===== src/rtl/painterengine_gpu_dma_writer.sv =====
// painterengine_gpu_dma_writer
//   AXI4 write-master DMA. Streams 32-bit words from one of four GPU pipeline
//   sources into memory as INCR bursts of at most 256 beats that never cross a
//   1 KB boundary. Runs once per reset to DONE or ERROR, then holds there.
//
// Ports
//   i_wire_clock / i_wire_resetn    clock, synchronous active-low reset
//   i_wire_router                   one-hot source select (slot 0..3)
//   i_wire_address / i_wire_length  per-slot byte address / word count (32b each)
//   i_wire_data / i_wire_data_valid per-source data lanes and valids
//   o_wire_data_next                per-source pop strobe (word consumed)
//   o_wire_done / o_wire_error      terminal status, o_wire_error_type code:
//                                   0 ok, 1 router, 2 address/length, 3 AW timeout,
//                                   4 W timeout, 5 B timeout, 6 slave error
//   o_wire_M_AXI_AW*/W*/B*          AXI4 write address, data and response channels
module painterengine_gpu_dma_writer #(
  parameter int unsigned TIMEOUT_BIT = 18
) (
  input  logic         i_wire_clock,
  input  logic         i_wire_resetn,
  output logic         o_wire_done,
  input  logic [127:0] i_wire_address,
  input  logic [127:0] i_wire_length,
  input  logic [3:0]   i_wire_router,
  input  logic [127:0] i_wire_data,
  input  logic [3:0]   i_wire_data_valid,
  output logic [3:0]   o_wire_data_next,
  output logic         o_wire_error,
  output logic [2:0]   o_wire_error_type,
  output logic         o_wire_M_AXI_AWID,
  output logic [31:0]  o_wire_M_AXI_AWADDR,
  output logic [7:0]   o_wire_M_AXI_AWLEN,
  output logic [2:0]   o_wire_M_AXI_AWSIZE,
  output logic [1:0]   o_wire_M_AXI_AWBURST,
  output logic         o_wire_M_AXI_AWLOCK,
  output logic [3:0]   o_wire_M_AXI_AWCACHE,
  output logic [2:0]   o_wire_M_AXI_AWPROT,
  output logic [3:0]   o_wire_M_AXI_AWQOS,
  output logic         o_wire_M_AXI_AWVALID,
  input  logic         i_wire_M_AXI_AWREADY,
  output logic [31:0]  o_wire_M_AXI_WDATA,
  output logic [3:0]   o_wire_M_AXI_WSTRB,
  output logic         o_wire_M_AXI_WLAST,
  output logic         o_wire_M_AXI_WVALID,
  input  logic         i_wire_M_AXI_WREADY,
  input  logic         i_wire_M_AXI_BID,
  input  logic [1:0]   i_wire_M_AXI_BRESP,
  input  logic         i_wire_M_AXI_BVALID,
  output logic         o_wire_M_AXI_BREADY
);

  typedef enum logic [2:0] {
    StRouting,
    StParamCheck,
    StCalc,
    StAw,
    StWdata,
    StBresp,
    StDone,
    StError
  } state_e;

  localparam logic [2:0] ErrNone    = 3'd0;
  localparam logic [2:0] ErrRouter  = 3'd1;
  localparam logic [2:0] ErrAddress = 3'd2;
  localparam logic [2:0] ErrAwTmo   = 3'd3;
  localparam logic [2:0] ErrWTmo    = 3'd4;
  localparam logic [2:0] ErrBTmo    = 3'd5;
  localparam logic [2:0] ErrSlave   = 3'd6;

  state_e               r_state;
  state_e               w_state_next;
  logic [2:0]           r_error_type;
  logic [2:0]           w_error_type_next;

  logic [1:0]           r_idx;
  logic [31:0]          r_address;
  logic [31:0]          r_length;
  logic [31:0]          r_offset;
  logic [8:0]           r_burst_len;
  logic [7:0]           r_beat;
  logic [TIMEOUT_BIT:0] r_timeout;

  logic                 w_router_ok;
  logic [1:0]           w_router_idx;
  logic [31:0]          w_remaining;
  logic [7:0]           w_word_in_kb;
  logic [8:0]           w_room;
  logic [8:0]           w_burst_len;
  logic [31:0]          w_offset_sum;
  logic                 w_timeout;
  logic                 w_last_beat;
  logic                 w_sel_valid;
  logic [31:0]          w_sel_data;
  logic                 w_aw_hs;
  logic                 w_w_hs;
  logic                 w_b_hs;
  logic                 w_in_wait;
  logic                 w_unused_bid;

  // BID is not checked: only one burst is ever outstanding.
  assign w_unused_bid = i_wire_M_AXI_BID;

  // Router decode; anything other than a single set bit is rejected.
  always_comb begin
    w_router_ok  = 1'b1;
    w_router_idx = 2'd0;
    case (i_wire_router)
      4'b0001: w_router_idx = 2'd0;
      4'b0010: w_router_idx = 2'd1;
      4'b0100: w_router_idx = 2'd2;
      4'b1000: w_router_idx = 2'd3;
      default: w_router_ok  = 1'b0;
    endcase
  end

  // Burst sizing: words left before the next 1 KB boundary (1..256), capped by
  // the words still to transfer.
  assign w_remaining  = r_length - r_offset;
  assign w_word_in_kb = r_address[9:2] + r_offset[7:0];
  assign w_room       = 9'd256 - {1'b0, w_word_in_kb};
  assign w_burst_len  = (w_remaining < {23'd0, w_room}) ? w_remaining[8:0] : w_room;
  assign w_offset_sum = r_offset + {23'd0, r_burst_len};

  assign w_timeout    = r_timeout[TIMEOUT_BIT];
  assign w_last_beat  = ({1'b0, r_beat} == (r_burst_len - 9'd1));
  assign w_sel_valid  = i_wire_data_valid[r_idx];
  assign w_sel_data   = i_wire_data[{r_idx, 5'd0} +: 32];
  assign w_in_wait    = (r_state == StAw) || (r_state == StWdata) || (r_state == StBresp);

  assign w_aw_hs = o_wire_M_AXI_AWVALID & i_wire_M_AXI_AWREADY;
  assign w_w_hs  = o_wire_M_AXI_WVALID & i_wire_M_AXI_WREADY;
  assign w_b_hs  = o_wire_M_AXI_BREADY & i_wire_M_AXI_BVALID;

  // State register.
  always_ff @(posedge i_wire_clock) begin
    if (!i_wire_resetn) begin
      r_state      <= StRouting;
      r_error_type <= ErrNone;
    end else begin
      r_state      <= w_state_next;
      r_error_type <= w_error_type_next;
    end
  end

  // Next-state logic. The timeout has priority over any handshake in the
  // same cycle.
  always_comb begin
    w_state_next      = r_state;
    w_error_type_next = r_error_type;
    case (r_state)
      StRouting: begin
        if (w_router_ok) begin
          w_state_next = StParamCheck;
        end else begin
          w_state_next      = StError;
          w_error_type_next = ErrRouter;
        end
      end
      StParamCheck: begin
        if ((r_address[1:0] != 2'b00) || (r_length == 32'd0)) begin
          w_state_next      = StError;
          w_error_type_next = ErrAddress;
        end else begin
          w_state_next = StCalc;
        end
      end
      StCalc: w_state_next = StAw;
      StAw: begin
        if (w_timeout) begin
          w_state_next      = StError;
          w_error_type_next = ErrAwTmo;
        end else if (w_aw_hs) begin
          w_state_next = StWdata;
        end
      end
      StWdata: begin
        if (w_timeout) begin
          w_state_next      = StError;
          w_error_type_next = ErrWTmo;
        end else if (w_w_hs && w_last_beat) begin
          w_state_next = StBresp;
        end
      end
      StBresp: begin
        if (w_timeout) begin
          w_state_next      = StError;
          w_error_type_next = ErrBTmo;
        end else if (w_b_hs) begin
          if (i_wire_M_AXI_BRESP != 2'b00) begin
            w_state_next      = StError;
            w_error_type_next = ErrSlave;
          end else if (w_offset_sum >= r_length) begin
            w_state_next = StDone;
          end else begin
            w_state_next = StCalc;
          end
        end
      end
      StDone:  w_state_next = StDone;
      StError: w_state_next = StError;
      default: w_state_next = StError;
    endcase
  end

  // Outputs, decoded from the current state.
  always_comb begin
    o_wire_done          = (r_state == StDone);
    o_wire_error         = (r_state == StError);
    o_wire_error_type    = r_error_type;

    o_wire_M_AXI_AWID    = 1'b0;
    o_wire_M_AXI_AWADDR  = r_address + {r_offset[29:0], 2'b00};
    o_wire_M_AXI_AWLEN   = r_burst_len[7:0] - 8'd1;
    o_wire_M_AXI_AWSIZE  = 3'b010;
    o_wire_M_AXI_AWBURST = 2'b01;
    o_wire_M_AXI_AWLOCK  = 1'b0;
    o_wire_M_AXI_AWCACHE = 4'b0010;
    o_wire_M_AXI_AWPROT  = 3'b000;
    o_wire_M_AXI_AWQOS   = 4'b0000;
    o_wire_M_AXI_AWVALID = (r_state == StAw);

    o_wire_M_AXI_WSTRB   = 4'hF;
    o_wire_M_AXI_WVALID  = (r_state == StWdata) && w_sel_valid;
    o_wire_M_AXI_WDATA   = (r_state == StWdata) ? w_sel_data : 32'd0;
    o_wire_M_AXI_WLAST   = (r_state == StWdata) && w_last_beat;

    o_wire_M_AXI_BREADY  = (r_state == StBresp);

    o_wire_data_next     = 4'b0000;
    if (w_w_hs) begin
      o_wire_data_next[r_idx] = 1'b1;
    end
  end

  // Transfer bookkeeping and the stall watchdog.
  always_ff @(posedge i_wire_clock) begin
    if (!i_wire_resetn) begin
      r_idx       <= 2'd0;
      r_address   <= 32'd0;
      r_length    <= 32'd0;
      r_offset    <= 32'd0;
      r_burst_len <= 9'd0;
      r_beat      <= 8'd0;
      r_timeout   <= '0;
    end else begin
      case (r_state)
        StRouting: begin
          if (w_router_ok) begin
            r_idx     <= w_router_idx;
            r_address <= i_wire_address[{w_router_idx, 5'd0} +: 32];
            r_length  <= i_wire_length[{w_router_idx, 5'd0} +: 32];
          end
        end
        StParamCheck: begin
          r_offset <= 32'd0;
          r_beat   <= 8'd0;
        end
        StCalc: r_burst_len <= w_burst_len;
        StAw: begin
          if (w_aw_hs) begin
            r_beat <= 8'd0;
          end
        end
        StWdata: begin
          if (w_w_hs) begin
            r_beat <= r_beat + 8'd1;
          end
        end
        StBresp: begin
          if (w_b_hs && (i_wire_M_AXI_BRESP == 2'b00)) begin
            r_offset <= w_offset_sum;
          end
        end
        default: ;
      endcase

      // Counts idle cycles while waiting on the bus or an empty source.
      if ((w_state_next != r_state) || w_aw_hs || w_w_hs || w_b_hs) begin
        r_timeout <= '0;
      end else if (w_in_wait) begin
        r_timeout <= r_timeout + 1'b1;
      end else begin
        r_timeout <= '0;
      end
    end
  end

endmodule


===== config.mk =====
export PLATFORM = sky130hd
export DESIGN_NAME = painterengine_gpu_dma_writer
export DESIGN_NICKNAME = d
export VERILOG_FILES = /design/src/rtl/painterengine_gpu_dma_writer.sv
export SDC_FILE = /design/constraint.sdc
export NUM_CORES = 1
export LEC_CHECK = 0
export ABC_AREA = 1
export CORE_AREA = 2 2 197 199
export DETAILED_ROUTE_END_ITERATION = 7
export DIE_AREA = 0 0 199 201
export PLACE_DENSITY = 0.68
export SLEW_MARGIN = 20
export SYNTH_ARGS = -nofsm -noshare
export SYNTH_HDL_FRONTEND = slang
export SYNTH_SLANG_ARGS = --single-unit
export TNS_END_PERCENT = 30

===== constraint.sdc =====
create_clock -name i_wire_clock -period 6.5 [get_ports i_wire_clock]
set_input_delay 1.3 -clock i_wire_clock [delete_from_list [all_inputs] [get_ports i_wire_clock]]
set_output_delay 1.3 -clock i_wire_clock [all_outputs]
set_load 0.02 [all_outputs]

Yosys cells after proc, flatten, opt, wreduce, memory -nomap -nowiden
Index checks and enable logic that the tools add are counted.

Register bits: 140. Bits of input ports: 400. Output and inout port bits: 107. Word-level logic and storage cells: 110.

Add/subtract/negate cells: 9. $lt $le $gt $ge: 4. Equality and inequality tests: 22. Shift-type cells: 3. Muxes and demuxes: 33. Bitwise gates (word level): 5. Reduce and logical (&&, ||, !) cells: 25.

Operators with widths (count): $shiftx A128 B8 Y32 (3); $mux W32 (2); $pmux W32 S2 (1); $mux W3 (17); $add A32 B32 Y32 (1); $add A32 B9 Y32 (1); $ge A32 B32 Y1 (1); $logic_not A32 Y1 (1); $lt A32 B9 Y1 (1); $sub A32 B32 Y32 (1); $pmux W3 S8 (1); $pmux W8 S3 (1); $add A19 B1 Y19 const B (1); $mux W8 (2); $pmux W3 S5 (1); $eq A3 B3 Y1 const B (4); $eq A8 B9 Y1 (1); $mux W9 (1); $sub A9 B1 Y9 const B (1); $sub A9 B8 Y9 const A (1); $add A8 B1 Y8 const B (1); $add A8 B8 Y8 (1); $ne A2 B2 Y1 const B (4); $sub A8 B1 Y8 const B (1); other kinds (30) (51).

Longest topological paths before layout
Gate-level depths: netlist (run 1).

Word-level depth: 13. Mapped depth: 27. Gate-level depth less buffers: 26.

Worst setup path before layout (run 1)
Ideal clock, no wire load.

Path kind: input port to output port. From: input i_wire_data_valid[3]. To: output o_wire_data_next[0]. Data arrival time: 2.310 ns. Required time: 5.200 ns. Setup slack: 2.890 ns. Stages: 4. Buffers on the path: 0. Path through: nand3_1 > a31oi_4 > nand2_2 > nor3_1.

Longest elaborated chain between the ends: 5.

RTL lines: from (decl) (line 26) `input logic [3:0] i_wire_data_valid,`; $bmux W1 S2 (line 127) `assign w_sel_valid = i_wire_data_valid[r_idx];`; $mux W1 (implied by the code) (line 127); $logic_and A1 B1 Y1 (line 224) `o_wire_M_AXI_WVALID = (r_state == StWdata) && w_sel_valid;`; named net o_wire_M_AXI_WVALID (line 44) `output logic o_wire_M_AXI_WVALID,`; $and A1 B1 Y1 (line 132) `assign w_w_hs = o_wire_M_AXI_WVALID & i_wire_M_AXI_WREADY;`; $mux W4 (line 231) `if (w_w_hs) begin`; to (decl) (line 27) `output logic [3:0] o_wire_data_next,`.

The timed path passes the listed nets, and every way through them passes these cells. The select of a mux whose other input is x is not followed.

Worst setup path in the final report (run 1)
From: register r_address[2]. To: output o_wire_M_AXI_AWADDR[26].

Longest elaborated chain between the ends: 1.

RTL lines: from (decl) (line 77) `logic [31:0] r_address;`; from (signal assigned) (line 251) `r_address <= i_wire_address[{w_router_idx, 5'd0} +: 32];`; $add A32 B32 Y32 (line 213) `o_wire_M_AXI_AWADDR = r_address + {r_offset[29:0], 2'b00};`; to (decl) (line 31) `output logic [31:0] o_wire_M_AXI_AWADDR,`.

Every way passes these cells.

==> run summary, run 1 <==
cts hold-fix bufs - 0
DR vias - 18.2k
Yosys reg bits - 140
power per cell area - 333 nW/um2
CTS Sinks - 140
outcome - complete, no violations
DR DRC count - 0
count of input and output buffers - 483
Die Y - 201 um
Rows - 72
pin count of the biggest net entering global routing - 117
Crit Path Category - flip-flop to primary output
slowest CP cell - clkdlybuf4s50_1
Worst EP arrival - 3.96 ns
Die X - 199 um
CTS H-tree lvls - 4
synth cell count leaders - 508 x nand2_1, 383 x inv_1, 322 x nor2_1, 148 x nand3_1, 144 x o21ai_0
TNS Setup - 0 ns
Initial Utilization - 40.4%
share of cells above drive strength 1 - 4.75%
Worst slew margin - 32.6%
yosys warns - 0
crit path buf inv count - 1
Slew Limit Fails - 0
post-CTS sizing - 0
largest cells by area after synthesis - dfxtp_1 18%, nand2_1 12%, inv_1 9.3%
hold_ws - 0.457 ns
Synth Flop Type - dfxtp_1
final setup fails - 0
Lkg Pwr - 9.55 nW
Worst Hold Class - flip-flop to flip-flop
crit end category - primary output
share of flip-flops with an asynchronous set or reset - 0%
final hold violations - 0
count leader, synth - nand2_1
Antenna diodes - 0
Worst-Margin Slew - 1.01 ns
syn avg cell area - 6.04 um2
Worst Skew - 0.0140 ns
Root Buffer - clkbuf_16
TritonCTS clock tree - yes
Routed wire per std cell - 18.0 um
register area share after synthesis - 18.2%
f_max - 0.190 GHz
CP Max Fanout - 4
Routed WL - 62,800 um
unrepaired setup endpoints after global routing - false
Tcrit/Tclk final - 81.0%
Post-Syn Area - 15,400 um2
routability congestion estimate - 0.944
Slowest Stage Delay on Critical Path - 0.69 ns
via/cell ratio - 5.22
Tmin final - 5.26 ns
cells after synthesis - 2,546
Worst setup SP type - flip-flop
maximum vdd drop - 0.151 mV
CTS clk-pin slew, worst paths - 0.07 ns
Final HPWL DP - 51,400 um
CTS Buffer Depth - 2
Tot GR Track Use - 30.7%
GRT overflow - 0
clock latency on the worst-skew pair - 0.44 ns
First-pass DRT Iterations - 5
number of enable flip-flop cells after synthesis - 0
CTS buffer count - 17
drt initial violations - 1,303
area leader, netlist - dfxtp_1
Layout area overhead - 37.0%
Worst EP required - 5.20 ns
CP top delay family - compound AO/OA/AOI/OAI gates
crit-path cells - ha_1 > fa_1 > nand2_1 > o211ai_1 > nand3_1 > nand2_1 > a21o_1 > a21boi_0 > nor2_1 > nand2_1 > o211ai_1 > xor2_1 > clkdlybuf4s50_1
Top Ports - 507
Core Area - 38,100 um2
layout filler cell count - 3,852
Synth cell types - 62
ANT nets after route - 0
max-cap violations - 0
number of global-route vias before repair - 17.1k
most frequent CP cell - nand2_1
fin nets - 3,472
share of the synthesized area in the top cell type - 18.2%
first-pass GRT wire length - 95,100 um
DIE AREA - 40,000 um2
initial antenna violation count - 6
postcts setup bufs - 0
## metrics by stage
step	power (mW)	area (um2)	util (%)	worst slack [ns]	cells
after floorplan	4.37	15500	-	2.89	2566
after global placement	5.89	20500	53.8	1.76	3455
after detailed placement	5.97	20500	53.8	1.69	3455
after CTS	6.98	21100	55.3	1.28	3487
after global routing	7.63	21100	55.3	1.02	3487
final	7.01	21100	55.3	1.24	3487
## final timing paths
path	from	endpoint	slack (ns)	depth (start not counted)
worst max-delay path	r_address[2]	o_wire_M_AXI_AWADDR[26]	1.24	13
worst min-delay path	r_timeout[0]	r_timeout[0]	0.46	1
worst max register to register	r_offset[0]	r_timeout[0]	2.15	25
worst min register to register	r_timeout[0]	r_timeout[0]	0.46	1
## registers in the layout, indices dropped and copies added (netlist names), 3 cells and up
register	cells
r_beat	8
r_timeout	19
r_state	3
r_address	32
r_offset	32
r_length	32
r_burst_len	9
o_wire_error_type	3
## layout by cell type, fill, tap and decap left out, types with 3 or more instances in the layout
| cell | netlist | final |
|---|---|---|
| or2_2 | 4 | 4 |
| nand3_2 | 3 | 3 |
| xnor2_1 | 16 | 16 |
| inv_8 | 0 | 3 |
| xor2_1 | 78 | 78 |
| nor4_1 | 9 | 9 |
| nand2_1 | 508 | 508 |
| nand2_2 | 16 | 16 |
| o21bai_1 | 3 | 3 |
| inv_6 | 0 | 8 |
| o211ai_1 | 132 | 132 |
| ha_1 | 113 | 113 |
| buf_4 | 25 | 11 |
| nand3b_1 | 9 | 9 |
| and3_1 | 3 | 3 |
| nor3_2 | 3 | 3 |
| conb_1 | 2 | 22 |
| a21boi_1 | 3 | 3 |
| inv_1 | 383 | 381 |
| nor2_2 | 28 | 30 |
| o21ai_0 | 144 | 144 |
| a31oi_1 | 41 | 41 |
| and2_1 | 5 | 5 |
| dfxtp_1 | 140 | 139 |
| a22oi_1 | 33 | 33 |
| nor2_1 | 322 | 320 |
| clkdlybuf4s50_1 | 0 | 482 |
| fa_1 | 3 | 3 |
| nor3_1 | 38 | 38 |
| inv_2 | 13 | 13 |
| a21oi_1 | 123 | 123 |
| a211oi_1 | 9 | 9 |
| nand3_1 | 148 | 147 |
| a21oi_2 | 10 | 10 |
| clkbuf_16 | 0 | 17 |
| nand4_1 | 33 | 33 |
| o21ai_1 | 16 | 16 |
## area by class of cell
type / instances / area (um2) / area share [%]
multi-input cells: 1905 / 10600 / 50.4
repair buffers: 495 / 4930 / 23.4
flip-flops and latches: 140 / 2800 / 13.3
inverters: 397 / 1490 / 7.08
well taps: 518 / 648 / 3.08
clock buffers: 18 / 429 / 2.04
clock inverters: 14 / 146 / 0.695
## power breakdown
part,internal (mW),switching (mW)
Sequential,0.988,0.200
Combinational,1.80,3.04
Clock,0.543,0.447
Total,3.33,3.69
## metal layers
metal / GRT usage, % / share of wire, % / wire, um / vias up
li1: - / - / - / 9181
met1: 41.7 / 46 / 28900 / 8301
met5: 0 / 0.078 / 49 / -
met4: 9.12 / 2.9 / 1810 / 10
met3: 6.67 / 7.2 / 4500 / 103
met2: 48.5 / 44 / 27500 / 609
## cells by family (layout without fill, tap and decap cells)
kind of cell	Yosys count	in the layout	share of synthesized area, %
other cells	2	22	0.0488
buf+inv	521	924	13.4
compound gates	532	532	21.3
fa+ha+maj	116	116	9.59
simple gates	1141	1141	32.0
flops	140	140	18.2
xor+xnor	94	94	5.35
Note: power is estimated with default switching activity, not from simulation.
==> run 2: changes to the inputs <==
--- a/config.mk
+++ b/config.mk
@@ -6,10 +6,10 @@
 export NUM_CORES = 1
 export LEC_CHECK = 0
 export ABC_AREA = 1
-export CORE_AREA = 2 2 197 199
+export CORE_AREA = 2 2 198 200
 export DETAILED_ROUTE_END_ITERATION = 7
-export DIE_AREA = 0 0 199 201
-export PLACE_DENSITY = 0.68
+export DIE_AREA = 0 0 200 202
+export PLACE_DENSITY = 0.7
 export SLEW_MARGIN = 20
 export SYNTH_ARGS = -nofsm -noshare
 export SYNTH_HDL_FRONTEND = slang
==> constraint.sdc (replaced) <==
create_clock -name i_wire_clock -period 4.45 [get_ports i_wire_clock]
set_input_delay 0.89 -clock i_wire_clock [delete_from_list [all_inputs] [get_ports i_wire_clock]]
set_output_delay 0.89 -clock i_wire_clock [all_outputs]
set_load 0.02 [all_outputs]
==> run 2 against run 1 <==
- sequential share of layout area is 0.20 points lower
- power rose by 48%
- non-clock buffer count grew 26
- global-route usage rose by 0.29 points
- critical endpoint is now o_wire_M_AXI_AWADDR[30]
- largest cell class unchanged
==> run summary, run 2 (same netlist as run 1, synthesis figures left out) <==
clock latency on the worst-skew pair - 0.45 ns
Worst slew margin - 35.8%
CTS Buffer Depth - 2
final setup fails - 0
pin count of the biggest net entering global routing - 130
Worst Skew - 0.0272 ns
DR DRC count - 0
Crit Path Category - flip-flop to primary output
Worst Hold Class - flip-flop to flip-flop
outcome - complete, no violations
most frequent cells in the layout - 507 x nand2_1, 471 x clkdlybuf4s50_1, 382 x inv_1
Routed WL - 64,100 um
f_max - 0.234 GHz
drt initial violations - 1,512
Worst setup SP type - flip-flop
area occupied by registers - 2800 um2
Worst EP required - 3.56 ns
commonest non-fill, non-tap cell in the layout - nand2_1
Worst EP arrival - 3.39 ns
Tmin final - 4.28 ns
Largest regs - r_address: 32 flops, r_length: 32 flops, r_offset: 32 flops
CTS H-tree lvls - 4
CTS buffer count - 17
ANT nets after route - 0
First-pass DRT Iterations - 6
TritonCTS clock tree - yes
Tot GR Track Use - 31.0%
maximum vdd drop - 0.263 mV
Die Y - 202 um
Slew Limit Fails - 0
DR vias - 18.6k
Initial Utilization - 40.2%
final hold violations - 0
Tcrit/Tclk final - 96.2%
via/cell ratio - 5.28
Top Ports - 507
Core Area - 38,300 um2
number of global-route vias before repair - 17.4k
max-cap violations - 0
Rows - 72
layout filler cell count - 3,788
GRT overflow - 0
TNS Setup - 0 ns
routability congestion estimate - 1.01
Worst-Margin Slew - 0.959 ns
unrepaired setup endpoints after global routing - false
crit end category - primary output
Routed wire per std cell - 18.2 um
area of the multi-input gates - 10,600 um2
DIE AREA - 40,400 um2
Die X - 200 um
Layout area overhead - 39.1%
fin nets - 3,498
Lkg Pwr - 9.84 nW
share of cells above drive strength 1 - 5.91%
first-pass GRT wire length - 96,300 um
Total Power - 10.4 mW
initial antenna violation count - 2
CTS Sinks - 140
CP Max Fanout - 5
cts hold-fix bufs - 0
CTS clk-pin slew, worst paths - 0.07 ns
Root Buffer - clkbuf_16
power per cell area - 486 nW/um2
Final HPWL DP - 52,400 um
count of input and output buffers - 483
[run 2: cell types whose count changed in the layout (fill, tap and decap cells not counted), moves of 3 or more]
cell | before | now
buf_4 | 11 | 36
clkdlybuf4s50_1 | 482 | 471
buf_12 | 1 | 6
dlymetal6s2s_1 | 0 | 5
inv_6 | 8 | 5
[run 2: path summary, 6_finish.rpt]
check,from,endpoint,slack (ns),cells after the start
max,r_offset[2],o_wire_M_AXI_AWADDR[30],0.17,12
min,r_timeout[0],r_timeout[0],0.46,1
max reg2reg,r_offset[4],r_timeout[4],0.45,24
min reg2reg,r_timeout[0],r_timeout[0],0.46,1
[run 2: worst max-delay path: stages (launching register included)]
cell             delay (ns)
dfxtp_1                0.34
ha_1                   0.38
inv_1                  0.06
nor3_1                 0.17
nand2_1                0.07
o211ai_1               0.13
nand3_1                0.14
nand2_2                0.17
a21oi_1                0.11
buf_4                  0.16
o21ai_0                0.32
xor2_1                 0.21
clkdlybuf4s50_1        0.70
[run 2: final cells by class]
type	count	area share, %
clock inverters	14	0.790
inverters	397	6.97
multi-input cells	1905	49.7
clock buffers	18	2.05
repair buffers	521	24.4
well taps	518	3.03
flip-flops and latches	140	13.1
diodes	1	0.0117
[run 2: routing by layer]
metal,wire length [um],GRT usage [%],up-vias
met5,13,0,-
met4,1920,9.74,2
met3,5420,7.59,103
met1,28800,42.2,8500
li1,-,-,9228
met2,28000,48.0,737
[run 2: per-stage QoR]
stage | utilization (%) | setup slack, ns | std cells | hold WS, ns | instance area (um2)
2_1_floorplan | - | 1.05 | 2566 | 0.418 | 15500
3_3_place_gp | 54.1 | 0.384 | 3478 | 0.427 | 20700
3_5_place_dp | 54.2 | 0.383 | 3479 | 0.440 | 20700
4_1_cts | 55.8 | 0.0266 | 3511 | 0.456 | 21400
5_1_grt | 55.9 | 0.00489 | 3513 | 0.468 | 21400
6_report | 55.9 | 0.171 | 3514 | 0.459 | 21400
[run 2: repair_timing]
| item | 4_1_cts | 5_1_grt |
|---|---|---|
| gates resized for setup | 3 | 8 |
| endpoints found under the setup margin | 2 | 32 |
| setup buffers | 0 | 2 |
| hold endpoints to repair | 0 | 0 |
| pin swaps | 0 | 1 |
[run 2: where the power goes]
part           internal, mW  switching, mW
clock network         0.819          0.668
registers              1.44          0.282
logic                  2.68           4.50
total                  4.94           5.45
